[src/rtl/msx_bus_initiator.sv]
// -----------------------------------------------------------------------------
// msx_bus_initiator
//
// Host-side MSX/Z80 slot-bus cycle generator. Each accepted single-word request
// becomes one IORQ (I/O) or MREQ+SLTSL (memory) read/write cycle, sequenced as
// IDLE -> SETUP -> STROBE -> HOLD -> RESP -> IDLE. An 8-bit down-counter times
// every phase, and the strobe phase is stretched while wait_n is low. If the
// stretch reaches WAIT_MAX cycles, the cycle is aborted with rsp_err set.
//
// Ports
//   clk, reset_n            clock, synchronous active-low reset
//   req_valid/req_ready     request handshake (accepted on an edge with both high)
//   req_io/req_write        cycle type (I/O vs memory, write vs read)
//   req_addr/req_wdata      bus address and write data
//   rsp_valid               one-cycle completion pulse
//   rsp_rdata/rsp_err       read data (00h for writes) and WAIT-timeout flag
//   a, d_out, d_oe, d_in    address bus, data bus out/enable, data bus in
//   iorq_n..wr_n            active-low bus strobes
//   wait_n                  active-low bus wait, synchronous to clk
//
// All outputs are registered.
// -----------------------------------------------------------------------------
module msx_bus_initiator #(
  parameter int unsigned T_SETUP  = 1,
  parameter int unsigned T_STROBE = 2,
  parameter int unsigned T_HOLD   = 1,
  parameter int unsigned WAIT_MAX = 64
) (
  input  logic        clk,
  input  logic        reset_n,
  input  logic        req_valid,
  output logic        req_ready,
  input  logic        req_io,
  input  logic        req_write,
  input  logic [15:0] req_addr,
  input  logic [7:0]  req_wdata,
  output logic        rsp_valid,
  output logic [7:0]  rsp_rdata,
  output logic        rsp_err,
  output logic [15:0] a,
  output logic [7:0]  d_out,
  output logic        d_oe,
  input  logic [7:0]  d_in,
  output logic        iorq_n,
  output logic        mreq_n,
  output logic        sltsl_n,
  output logic        rd_n,
  output logic        wr_n,
  input  logic        wait_n
);

  typedef enum logic [2:0] {
    ST_IDLE   = 3'd0,
    ST_SETUP  = 3'd1,
    ST_STROBE = 3'd2,
    ST_HOLD   = 3'd3,
    ST_RESP   = 3'd4
  } state_t;

  // Counter reload values; each phase lasts (load + 1) cycles.
  localparam logic [7:0] SETUP_LOAD  = 8'(T_SETUP - 1);
  localparam logic [7:0] STROBE_LOAD = 8'(T_STROBE - 1);
  localparam logic [7:0] HOLD_LOAD   = 8'(T_HOLD - 1);
  localparam logic [7:0] WAIT_LIMIT  = 8'(WAIT_MAX);

  state_t      state_q;
  logic [7:0]  cnt_q;
  logic [7:0]  wcnt_q;
  logic        io_q;
  logic        write_q;
  logic [7:0]  rdata_q;
  logic        err_q;

  logic        req_ready_q;
  logic        rsp_valid_q;
  logic [7:0]  rsp_rdata_q;
  logic        rsp_err_q;
  logic [15:0] a_q;
  logic [7:0]  d_out_q;
  logic        d_oe_q;
  logic        iorq_n_q;
  logic        mreq_n_q;
  logic        sltsl_n_q;
  logic        rd_n_q;
  logic        wr_n_q;

  // Bus-cycle sequencer: state, phase timers and every registered output.
  always_ff @(posedge clk) begin
    if (!reset_n) begin
      state_q     <= ST_IDLE;
      cnt_q       <= 8'h00;
      wcnt_q      <= 8'h00;
      io_q        <= 1'b0;
      write_q     <= 1'b0;
      rdata_q     <= 8'h00;
      err_q       <= 1'b0;
      req_ready_q <= 1'b0;
      rsp_valid_q <= 1'b0;
      rsp_rdata_q <= 8'h00;
      rsp_err_q   <= 1'b0;
      a_q         <= 16'h0000;
      d_out_q     <= 8'h00;
      d_oe_q      <= 1'b0;
      iorq_n_q    <= 1'b1;
      mreq_n_q    <= 1'b1;
      sltsl_n_q   <= 1'b1;
      rd_n_q      <= 1'b1;
      wr_n_q      <= 1'b1;
    end else begin
      rsp_valid_q <= 1'b0;
      case (state_q)
        ST_IDLE: begin
          d_oe_q <= 1'b0;
          if (req_valid && req_ready_q) begin
            io_q        <= req_io;
            write_q     <= req_write;
            a_q         <= req_addr;
            // Read cycles leave d_out untouched; only d_oe matters to the bus.
            d_out_q     <= req_write ? req_wdata : d_out_q;
            d_oe_q      <= req_write;
            rdata_q     <= 8'h00;
            err_q       <= 1'b0;
            req_ready_q <= 1'b0;
            cnt_q       <= SETUP_LOAD;
            state_q     <= ST_SETUP;
          end else begin
            req_ready_q <= 1'b1;
          end
        end

        ST_SETUP: begin
          if (cnt_q == 8'h00) begin
            // Strobes assert only after address/data were stable for SETUP.
            iorq_n_q  <= ~io_q;
            mreq_n_q  <= io_q;
            sltsl_n_q <= io_q;
            rd_n_q    <= write_q;
            wr_n_q    <= ~write_q;
            cnt_q     <= STROBE_LOAD;
            wcnt_q    <= 8'h00;
            state_q   <= ST_STROBE;
          end else begin
            cnt_q <= cnt_q - 8'h01;
          end
        end

        ST_STROBE: begin
          if (cnt_q != 8'h00) begin
            // Minimum strobe width: wait_n is not looked at yet.
            cnt_q <= cnt_q - 8'h01;
          end else if (wait_n) begin
            rdata_q   <= write_q ? 8'h00 : d_in;
            iorq_n_q  <= 1'b1;
            mreq_n_q  <= 1'b1;
            sltsl_n_q <= 1'b1;
            rd_n_q    <= 1'b1;
            wr_n_q    <= 1'b1;
            cnt_q     <= HOLD_LOAD;
            state_q   <= ST_HOLD;
          end else if (wcnt_q == WAIT_LIMIT) begin
            // Target held WAIT too long: release the bus, rdata stays 00h.
            err_q     <= 1'b1;
            iorq_n_q  <= 1'b1;
            mreq_n_q  <= 1'b1;
            sltsl_n_q <= 1'b1;
            rd_n_q    <= 1'b1;
            wr_n_q    <= 1'b1;
            cnt_q     <= HOLD_LOAD;
            state_q   <= ST_HOLD;
          end else begin
            wcnt_q <= wcnt_q + 8'h01;
          end
        end

        ST_HOLD: begin
          if (cnt_q == 8'h00) begin
            rsp_valid_q <= 1'b1;
            rsp_rdata_q <= rdata_q;
            rsp_err_q   <= err_q;
            d_oe_q      <= 1'b0;
            state_q     <= ST_RESP;
          end else begin
            cnt_q <= cnt_q - 8'h01;
          end
        end

        ST_RESP: begin
          rsp_rdata_q <= 8'h00;
          rsp_err_q   <= 1'b0;
          req_ready_q <= 1'b1;
          state_q     <= ST_IDLE;
        end

        default: begin
          iorq_n_q    <= 1'b1;
          mreq_n_q    <= 1'b1;
          sltsl_n_q   <= 1'b1;
          rd_n_q      <= 1'b1;
          wr_n_q      <= 1'b1;
          d_oe_q      <= 1'b0;
          req_ready_q <= 1'b0;
          state_q     <= ST_IDLE;
        end
      endcase
    end
  end

  assign req_ready = req_ready_q;
  assign rsp_valid = rsp_valid_q;
  assign rsp_rdata = rsp_rdata_q;
  assign rsp_err   = rsp_err_q;
  assign a         = a_q;
  assign d_out     = d_out_q;
  assign d_oe      = d_oe_q;
  assign iorq_n    = iorq_n_q;
  assign mreq_n    = mreq_n_q;
  assign sltsl_n   = sltsl_n_q;
  assign rd_n      = rd_n_q;
  assign wr_n      = wr_n_q;

endmodule
[config.mk]
export PLATFORM = sky130hd
export DESIGN_NAME = msx_bus_initiator
export DESIGN_NICKNAME = d
export VERILOG_FILES = /design/src/rtl/msx_bus_initiator.sv
export SDC_FILE = /design/constraint.sdc
export NUM_CORES = 1
export LEC_CHECK = 0
export BUFFER_PORTS_ARGS = -buffer_cell sky130_fd_sc_hd__buf_2
export CAP_MARGIN = 30
export CELL_PAD_IN_SITES_DETAIL_PLACEMENT = 0
export CELL_PAD_IN_SITES_GLOBAL_PLACEMENT = 1
export CORE_UTILIZATION = 41
export DETAILED_ROUTE_END_ITERATION = 8
export PLACE_DENSITY_LB_ADDON = 0.1
export SYNTH_ARGS = -nofsm -noshare
export SYNTH_HDL_FRONTEND = slang
export SYNTH_SLANG_ARGS = --single-unit
export TNS_END_PERCENT = 20
[constraint.sdc]
create_clock -name clk -period 3.8 [get_ports clk]
set_clock_uncertainty 0.1 [all_clocks]
set_input_delay 0.19 -clock clk [delete_from_list [all_inputs] [get_ports clk]]
set_output_delay 0.19 -clock clk [all_outputs]
set_load 0.05 [all_outputs]
==> results.json, run 1 <==
{
  "status": "finished clean",
  "max_stage_delay_ns": 0.83,
  "placedInstanceArea_um2": 3460,
  "area_growth_pct": 32.7,
  "yosys_warnings": 0,
  "r2r_start": "cnt_q[0]$_SDFFE_PN0P_",
  "hp-class": "in -> reg",
  "period_share": 0.659,
  "ant_nets": 0,
  "fin_cells": 573,
  "cts_tree": "done",
  "via_per_inst": 5.03,
  "cts_resized": 0,
  "syn_area_per_cell_um2": 8.18,
  "power_switching_share": 0.410,
  "dp_hpwl_mm": 4.86,
  "rsz0062_at_grt": "no",
  "dp_slack_ns": 1.32,
  "wirelength_mm": 7.37,
  "worstSetupStartpointType": "register",
  "crit_arrival_ns": 2.59,
  "required_ns": 3.88,
  "syn_nets": 412,
  "fp.dieW_um": 87.9,
  "dp_cells": 524,
  "finalWorstSetupSlack_ns": 1.29,
  "synth.top_cell.area_share": 0.463,
  "async_reset_ff_frac": 0,
  "n_antenna_cell": 0,
  "core_um2": 6940,
  "postCtsSetupBuffers": 0,
  "grt_start_max_net_pins": 28,
  "slowest_stage": "a21oi_1",
  "grtUsageTotal": 0.200,
  "period_needed_ns": 2.51,
  "antenna_found_initial": 0,
  "clkLatencyLatePin_ns": 0.34,
  "synth_edf_count": 0,
  "worst_pin_slew_ns": 0.995,
  "finalHoldViolations": 0,
  "power_frac_comb": 0.401,
  "io_pins": 79,
  "cp-startpoint": "cnt_q[0]$_SDFFE_PN0P_",
  "critical_path_class": "reg -> reg",
  "maxCapViolCount": 0,
  "path_cells": "inv_1, ha_1, nor4b_2, nand4_1, a21oi_1, o21ai_0",
  "design_area_um2": 4020,
  "grt-ovfl-total": 0,
  "cts_inserted_buffers": 9,
  "drive_gt1_frac": 0.226,
  "nNetsFinal": 514,
  "register_area_um2": 1400,
  "yosysMostFrequentCell": "nand2_1",
  "p_switching_w": 0.00109,
  "p_int_w": 0.00157,
  "synth_top_area_cell": "dfxtp_1",
  "power_leakage_nw": 1.69,
  "slew_violations": 0,
  "num_vias": 2881,
  "power_frac_clock": 0.251,
  "post_synth_num_cell_types": 48,
  "grt_pass1_vias": 2594,
  "hp-start": "reset_n",
  "drcViolationCount": 0,
  "setup_viol": 0,
  "power_frac_seq": 0.348,
  "clkTransAtPathRegs_ns": 0.08,
  "max-vdd-ir-drop_v": 0.000424,
  "synth_common_cells": "78 x nand2_1, 70 x dfxtp_1, 46 x a21oi_1",
  "die-height_um": 87.9,
  "die_area_um2": 7730,
  "fp-row-count": 30,
  "multi_input_area_um2": 1480,
  "cp_max_fo": 16,
  "yosysSeqAreaShare": 0.463,
  "clk_path_buf_depth": 2,
  "end_kind": "register",
  "finalPower_w": 0.00266,
  "netlist_area_um2": 3030,
  "synth_seq_cells": 70,
  "cts_max_level": 3,
  "initial_core_util": 0.436,
  "gp_congestion": 0.787,
  "slew_headroom": 0.337,
  "synthTopCellsByArea": "dfxtp_1 46%, nand2_1 9.7%, a21oi_1 7.6%, o21ai_0 3.8%, mux2i_1 3.3%",
  "cts_num_sinks": 70,
  "port_buffers": 78,
  "wl_per_cell_um": 12.9,
  "syn_inst": 370,
  "grt_pass1_wl_mm": 12.0,
  "power_per_cell_area_nw_per_um2": 662,
  "nFillCells": 659,
  "clockRootBuffer": "clkbuf_8",
  "fmax_mhz": 399,
  "finalSetupTns_ns": 0,
  "ys.flop_type": "dfxtp_1",
  "first_iter_violations": 113,
  "dr.pass1.iters": 4
}
-- placed cells by master, fill, tap and decap left out, types with 10 or more instances in the layout --
master	n
nand2_1	78
buf_2	78
dfxtp_1	70
a21oi_1	46
dlygate4sd3_1	33
o21ai_0	23
nor2_1	22
nand3_1	12
inv_1	11
mux2i_1	10
or3_1	10
clkbuf_8	10
-- routing by layer --
metal | up-vias | wire length [um] | global-route usage
met5 | - | 0 | 0
met4 | 0 | 122 | 0.0924
met3 | 11 | 354 | 0.0386
met2 | 79 | 3490 | 0.321
met1 | 1298 | 3410 | 0.260
li1 | 1493 | - | -
-- path summary, 6_finish.rpt --
path | to | slack (ns) | cells past startpoint
worst min-delay path | iorq_n$_SDFFE_PN1P_ | 0.19 | 2
worst min register to register | d_out[1]$_SDFFE_PN0P_ | 0.35 | 2
worst max-delay path | rdata_q[5]$_SDFFE_PN0P_ | 1.29 | 6
worst max register to register | rdata_q[5]$_SDFFE_PN0P_ | 1.29 | 6
-- power by group through the flow --
stage	Sequential, W	Clock, W	Combinational, W
finish	0.000926	0.000668	0.00107
global route	0.000941	0.000723	0.00118
CTS	0.000923	0.000686	0.00107
detailed placement	0.000939	0	0.00104
global placement	0.000937	0	0.00103
floorplan	0.00103	0	0.000758
-- cells by family (layout without fill, tap and decap cells) --
| group | after synthesis | in the layout | synth area share |
|---|---|---|---|
| DFF | 70 | 70 | 0.463 |
| AOI/OAI and AO/OA | 89 | 89 | 0.179 |
| and+or+nand+nor | 158 | 158 | 0.248 |
| xor gates and xnor gates | 4 | 4 | 0.0116 |
| muxes | 10 | 10 | 0.0331 |
| adders and majority gates | 4 | 4 | 0.0165 |
| buffers and inverters | 35 | 142 | 0.0488 |
-- metrics by stage --
step                hold slack [ns]   util
floorplan                     0.220      -
global placement              0.312  0.499
detailed placement            0.327  0.499
CTS                           0.172  0.578
global route                  0.198  0.578
finish                        0.188  0.578
-- sequential cells by signal, indices dropped and copies added, names as in the netlist, 3 cells and up --
signal	cells
rsp_rdata	8
wcnt_q	8
state_q	3
d_out	8
rdata_q	8
a	16
cnt_q	8
-- critical path: cells and delay by family, from the launching register on --
family          cells  cell delay [ns]
simple gates        2             0.57
fa+ha+maj           1             0.19
buf+inv             1             0.12
compound gates      2             1.04
flops               1             0.33
-- final cells by class --
| class | count | area share |
|---|---|---|
| clock inverter | 5 | 0.0206 |
| inverter | 12 | 0.0112 |
| tap | 96 | 0.0299 |
| clock buffer | 11 | 0.0352 |
| multi-input combinational | 265 | 0.369 |
| timing repair buffer | 114 | 0.185 |
| sequential | 70 | 0.349 |
-- what timing repair did --
item | CTS | global route
hold endpoints to repair | 33 | 0
setup endpoints to repair | 0 | 0
hold buffers | 33 | 0
No activity file was read; power rests on OpenSTA's default activity.
==> inputs of run 2 (changes only) <==
--- a/config.mk
+++ b/config.mk
@@ -5,11 +5,12 @@
 export SDC_FILE = /design/constraint.sdc
 export NUM_CORES = 1
 export LEC_CHECK = 0
+export ABC_AREA = 1
 export BUFFER_PORTS_ARGS = -buffer_cell sky130_fd_sc_hd__buf_2
 export CAP_MARGIN = 30
 export CELL_PAD_IN_SITES_DETAIL_PLACEMENT = 0
 export CELL_PAD_IN_SITES_GLOBAL_PLACEMENT = 1
-export CORE_UTILIZATION = 41
+export CORE_UTILIZATION = 34
 export DETAILED_ROUTE_END_ITERATION = 8
 export PLACE_DENSITY_LB_ADDON = 0.1
 export SYNTH_ARGS = -nofsm -noshare
==> constraint.sdc (replaced) <==
create_clock -name clk -period 2.05 [get_ports clk]
set_clock_uncertainty 0.1 [all_clocks]
set_input_delay 0.1025 -clock clk [delete_from_list [all_inputs] [get_ports clk]]
set_output_delay 0.1025 -clock clk [all_outputs]
set_load 0.05 [all_outputs]
==> run 2 against run 1 <==
  * Critical path depth grew 2
  * Non-clock buffer count up 1
  * Power increased by 120%
  * Utilization decreased by 12 points
  * First-iteration DRC count is 7.1% higher
  * Worst hold slack worse by 0.17 ns
  * Synthesized cell count increased by 20%
  * Combinational power grew to 2.8 times the previous value
  * Wire length is 13% higher
  * Sequential cell count did not move
  * Via count increased by 8.9%
  * Critical path type unchanged
  * Largest cell class unchanged
  * Highest routed layer unchanged
==> results.json, run 2 <==
{
  "status": "finished clean",
  "maxCapViolCount": 0,
  "n_antenna_cell": 0,
  "yosysSeqAreaShare": 0.437,
  "syn_inst": 445,
  "required_ns": 2.18,
  "largest_register_ffs": 16,
  "yosys_warnings": 0,
  "syn_nets": 487,
  "cts_inserted_buffers": 9,
  "rsz0062_at_grt": "no",
  "drive_gt1_frac": 0.236,
  "synth_common_cells": "93 x nor2_1, 70 x dfxtp_1, 69 x nand2_1",
  "period_share": 0.881,
  "io_pins": 79,
  "async_reset_ff_frac": 0,
  "wirelength_mm": 8.34,
  "placedInstanceArea_um2": 3700,
  "syn_area_per_cell_um2": 7.21,
  "clockRootBuffer": "clkbuf_8",
  "num_vias": 3136,
  "clk_path_buf_depth": 2,
  "nFillCells": 922,
  "power_per_cell_area_nw_per_um2": 1420,
  "crit_top_cell": "nand2_1",
  "dr.pass1.iters": 4,
  "via_per_inst": 4.67,
  "nNetsFinal": 597,
  "grtUsageTotal": 0.183,
  "yosysMostFrequentCell": "nor2_1",
  "clkLatencyLatePin_ns": 0.35,
  "synthTopCellsByArea": "dfxtp_1 44%, nor2_1 11%, nand2_1 8.1%, o21ai_0 6.9%, nand3_1 4.7%",
  "max_stage_delay_ns": 0.36,
  "dp_slack_ns": 0.269,
  "grt_pass1_wl_mm": 14.2,
  "netlist_area_um2": 3210,
  "grt-ovfl-total": 0,
  "synth_edf_count": 0,
  "antenna_found_initial": 0,
  "slowest_stage": "dfxtp_1",
  "layout_common_cells": "93 x nor2_1, 78 x buf_2, 70 x dfxtp_1, 69 x nand2_1, 44 x o21ai_0",
  "cts_max_level": 3,
  "finalSetupTns_ns": 0,
  "end_kind": "register",
  "initial_core_util": 0.349,
  "cts_tree": "done",
  "finalHoldViolations": 0,
  "first_iter_violations": 121,
  "fp.dieW_um": 99.1,
  "die_area_um2": 9830,
  "power_leakage_nw": 1.93,
  "grt_pass1_vias": 3074,
  "worstSetupStartpointType": "register",
  "core_um2": 9200,
  "drcViolationCount": 0,
  "cts_num_sinks": 70,
  "dp_hpwl_mm": 5.74,
  "synth_seq_cells": 70,
  "finalWorstSetupSlack_ns": 0.243,
  "setup_viol": 0,
  "period_needed_ns": 1.81,
  "fmax_mhz": 553,
  "hp-class": "in -> reg",
  "ant_nets": 0,
  "clkTransAtPathRegs_ns": 0.08,
  "cp_max_fo": 9,
  "worst_pin_slew_ns": 0.591,
  "design_area_um2": 4200,
  "fp-row-count": 35,
  "slew_headroom": 0.606,
  "die-height_um": 99.1,
  "slew_violations": 0,
  "synth.top_cell.area_share": 0.437,
  "synth_top_area_cell": "dfxtp_1",
  "post_synth_num_cell_types": 31,
  "critical_path_class": "reg -> reg",
  "cts_resized": 0,
  "ys.flop_type": "dfxtp_1",
  "gp_congestion": 0.791,
  "crit_arrival_ns": 1.94,
  "final_common_cell": "nor2_1",
  "port_buffers": 78,
  "grt_start_max_net_pins": 34,
  "path_cells": "inv_1, ha_1, nand2_1, nor2_4, a21oi_2, nand2_1, o21ai_2, nor2_1",
  "utilization": 0.457,
  "wl_per_cell_um": 12.4,
  "area_growth_pct": 31.0,
  "max-vdd-ir-drop_v": 0.000585
}
[run 2: kinds of logic (layout without fill, tap and decap cells)]
logic type | after synthesis | after routing | share of synthesized area
buffers and inverters | 57 | 172 | 0.0757
adder cells (fa/ha/maj) | 4 | 4 | 0.0156
flip-flops | 70 | 70 | 0.437
AND/OR/NAND/NOR | 227 | 227 | 0.324
XOR/XNOR | 1 | 1 | 0.00273
AO/OA/AOI/OAI | 86 | 86 | 0.145
[run 2: worst paths after layout]
check	cells after the start	to	slack [ns]	startpoint
max	8	cnt_q[3]$_SDFFE_PN0P_	0.24	cnt_q[0]$_SDFFE_PN0P_
min	5	rdata_q[5]$_SDFFE_PN0P_	0.02	d_in[5]
max reg2reg	8	cnt_q[3]$_SDFFE_PN0P_	0.24	cnt_q[0]$_SDFFE_PN0P_
min reg2reg	2	err_q$_SDFFE_PN0P_	0.35	err_q$_SDFFE_PN0P_
[run 2: routing by layer]
metal  GRT usage  share of wire  vias up
met5           0              0        -
met4      0.0622          0.011        0
met3      0.0506          0.045        9
met2       0.315           0.47       57
met1       0.220           0.48     1403
li1            -              -     1667
[run 2: final cells by class]
| cell class | instances | area [um2] | area share |
|---|---|---|---|
| multi-input combinational | 318 | 1560 | 0.372 |
| tap | 111 | 139 | 0.0330 |
| clock buffer | 10 | 128 | 0.0304 |
| timing repair buffer | 115 | 743 | 0.177 |
| inverter | 41 | 158 | 0.0375 |
| sequential | 70 | 1400 | 0.333 |
| clock inverter | 6 | 70.1 | 0.0167 |
[run 2: worst max-delay path, delay by kind of cell (launching register included)]
family | cells | cell delay [ns]
compound gates | 2 | 0.46
fa+ha+maj | 1 | 0.20
buf+inv | 1 | 0.09
flops | 1 | 0.36
simple gates | 4 | 0.49
[run 2: metrics by stage]
stage          power [W]  std cells  hold WS, ns
2_1_floorplan    0.00420        445        0.137
3_3_place_gp     0.00481        625        0.225
3_5_place_dp     0.00482        625        0.235
4_1_cts          0.00604        671      0.00397
5_1_grt          0.00647        671       0.0222
6_report         0.00598        671       0.0179
[run 2: what timing repair did]
item,in CTS,in global routing
hold buffers,30,0
buffers inserted,0,0
hold endpoints to repair,30,0
[run 2: power by group]
| part | switching, W | internal (W) | total (W) | leakage, nW |
|---|---|---|---|---|
| Sequential | 0.000178 | 0.00164 | 0.00182 | 0.571 |
| Clock | 0.000578 | 0.000571 | 0.00115 | 0.0895 |
| Combinational | 0.00211 | 0.000899 | 0.00301 | 1.27 |
==> inputs of run 3 (changes only) <==
--- a/config.mk
+++ b/config.mk
@@ -12,7 +12,7 @@
 export CELL_PAD_IN_SITES_GLOBAL_PLACEMENT = 1
 export CORE_UTILIZATION = 34
 export DETAILED_ROUTE_END_ITERATION = 8
-export PLACE_DENSITY_LB_ADDON = 0.1
+export PLACE_DENSITY = 0.72
 export SYNTH_ARGS = -nofsm -noshare
 export SYNTH_HDL_FRONTEND = slang
 export SYNTH_SLANG_ARGS = --single-unit
==> run 3 against run 2 <==
  * Final cell count rose by 0.45%
  * Sequential power barely moved
  * Register-to-register slack improved by 0.02 ns
  * Non-clock buffer count rose by 4
  * Global-route usage fell by 0.58 points
  * Clock power rose by 20%
  * Final area rose by 1.9%
  * Wire length fell by 1.8%
  * Critical path depth did not move
==> results.json, run 3 (synthesis gave the netlist of run 2 again) <==
{
  "critical_path_class": "reg -> reg",
  "wirelength_mm": 8.19,
  "clkLatencyLatePin_ns": 0.35,
  "slowest_stage": "dfxtp_1",
  "postCtsSetupBuffers": 0,
  "slew_violations": 0,
  "finalHoldViolations": 0,
  "utilization": 0.466,
  "setup_viol": 0,
  "wl_per_cell_um": 12.1,
  "slew_headroom": 0.676,
  "antenna_found_initial": 0,
  "required_ns": 2.18,
  "status": "finished clean",
  "clkTransAtPathRegs_ns": 0.07,
  "path_delay_family": "simple AND/OR/NAND/NOR gates",
  "period_share": 0.870,
  "grt_start_max_net_pins": 34,
  "fp-row-count": 35,
  "crit_arrival_ns": 1.91,
  "finalSetupTns_ns": 0,
  "fmax_mhz": 561,
  "nNetsFinal": 601,
  "max_stage_delay_ns": 0.37,
  "layout_common_cells": "93 x nor2_1, 78 x buf_2, 70 x dfxtp_1, 69 x nand2_1, 44 x o21ai_0",
  "max-vdd-ir-drop_v": 0.000563,
  "dr.pass1.iters": 4,
  "clk_path_buf_depth": 2,
  "finalWorstSetupSlack_ns": 0.266,
  "worstSetupStartpointType": "register",
  "die-height_um": 99.1,
  "die_area_um2": 9830,
  "power_per_cell_area_nw_per_um2": 1450,
  "nFillCells": 954,
  "cp_max_fo": 7,
  "period_needed_ns": 1.78,
  "n_antenna_cell": 0,
  "grt_pass1_vias": 2979,
  "gp_congestion": 0.775,
  "num_vias": 3170,
  "timing.critical_path.buf_inv": 1,
  "rsz0062_at_grt": "no",
  "fp.dieW_um": 99.1,
  "ant_nets": 0,
  "final_common_cell": "nor2_1",
  "port_buffers": 78,
  "via_per_inst": 4.70,
  "initial_core_util": 0.349,
  "maxCapViolCount": 0,
  "cts_num_sinks": 70,
  "grt_pass1_wl_mm": 13.8,
  "end_kind": "register",
  "grtUsageTotal": 0.177,
  "cts_tree": "done",
  "largest_register_ffs": 16,
  "drcViolationCount": 0,
  "crit_top_cell": "nand2_1",
  "power_leakage_nw": 1.98,
  "worst_pin_slew_ns": 0.486,
  "dp_slack_ns": 0.252,
  "grt-ovfl-total": 0,
  "hp-class": "in -> reg",
  "first_iter_violations": 147,
  "clockRootBuffer": "clkbuf_8",
  "path_cells": "inv_1, ha_1, nor3b_1, nand2_1, nand3_1, nand2_1, o21ai_2, nor2_1",
  "cts_max_level": 3,
  "core_um2": 9200,
  "cts_inserted_buffers": 9,
  "dp_hpwl_mm": 5.81,
  "io_pins": 79,
  "drive_gt1_frac": 0.238,
  "area_growth_pct": 33.5
}
-- run 3: cell count changes in the layout (fill, tap and decap cells not counted) --
cell           before  now
buf_4               7    9
bufinv_16           1    3
clkinvlp_4          3    1
dlygate4sd3_1      30   32
clkbuf_1            1    0
clkbuf_8            9   10
inv_6               2    1
-- run 3: metrics by stage --
stage	total power (W)	cell area, um2	std cells	hold slack (ns)
after floorplan	0.00420	3210	445	0.137
after global placement	0.00479	3720	627	0.227
after detailed placement	0.00484	3720	627	0.234
after CTS	0.00629	4280	674	0.00496
after global routing	0.00670	4280	674	0.0219
final	0.00622	4280	674	0.0141
-- run 3: cell type report --
class / instances / area [um2] / share of cell area
clock buffers: 10 / 138 / 0.0321
clock inverters: 5 / 106 / 0.0248
inverters: 41 / 158 / 0.0368
multi-input cells: 318 / 1560 / 0.365
flip-flops and latches: 70 / 1400 / 0.327
well taps: 111 / 139 / 0.0324
repair buffers: 119 / 778 / 0.182
-- run 3: routing by layer --
layer | GRT usage | wire, um
met1 | 0.228 | 3920
met2 | 0.287 | 3820
met3 | 0.0408 | 318
met4 | 0.0713 | 125
met5 | 0 | 0
-- run 3: repair_timing --
action	in CTS	in global routing
hold endpoints to repair	32	0
hold buffers	32	0
gates resized for setup	0	0
-- run 3: where the power goes --
part	switching, W	internal, W
sequential	0.000188	0.00164
combinational	0.00209	0.000919
clock	0.000541	0.000839
total	0.00281	0.00340
-- run 3: worst min-delay path, delay by kind of cell --
kind	cells	cell delay, ns
buf+inv	1	0.09
compound gates	1	0.06
simple gates	3	0.16
-- run 3: final timing paths --
path / start / to / slack [ns] / depth (start not counted)
worst max-delay path: wcnt_q[0]$_SDFFE_PN0P_ / cnt_q[7]$_SDFFE_PN0P_ / 0.27 / 8
worst min-delay path: d_in[0] / rdata_q[0]$_SDFFE_PN0P_ / 0.01 / 5
worst max register to register: wcnt_q[0]$_SDFFE_PN0P_ / cnt_q[7]$_SDFFE_PN0P_ / 0.27 / 8
worst min register to register: err_q$_SDFFE_PN0P_ / err_q$_SDFFE_PN0P_ / 0.37 / 2
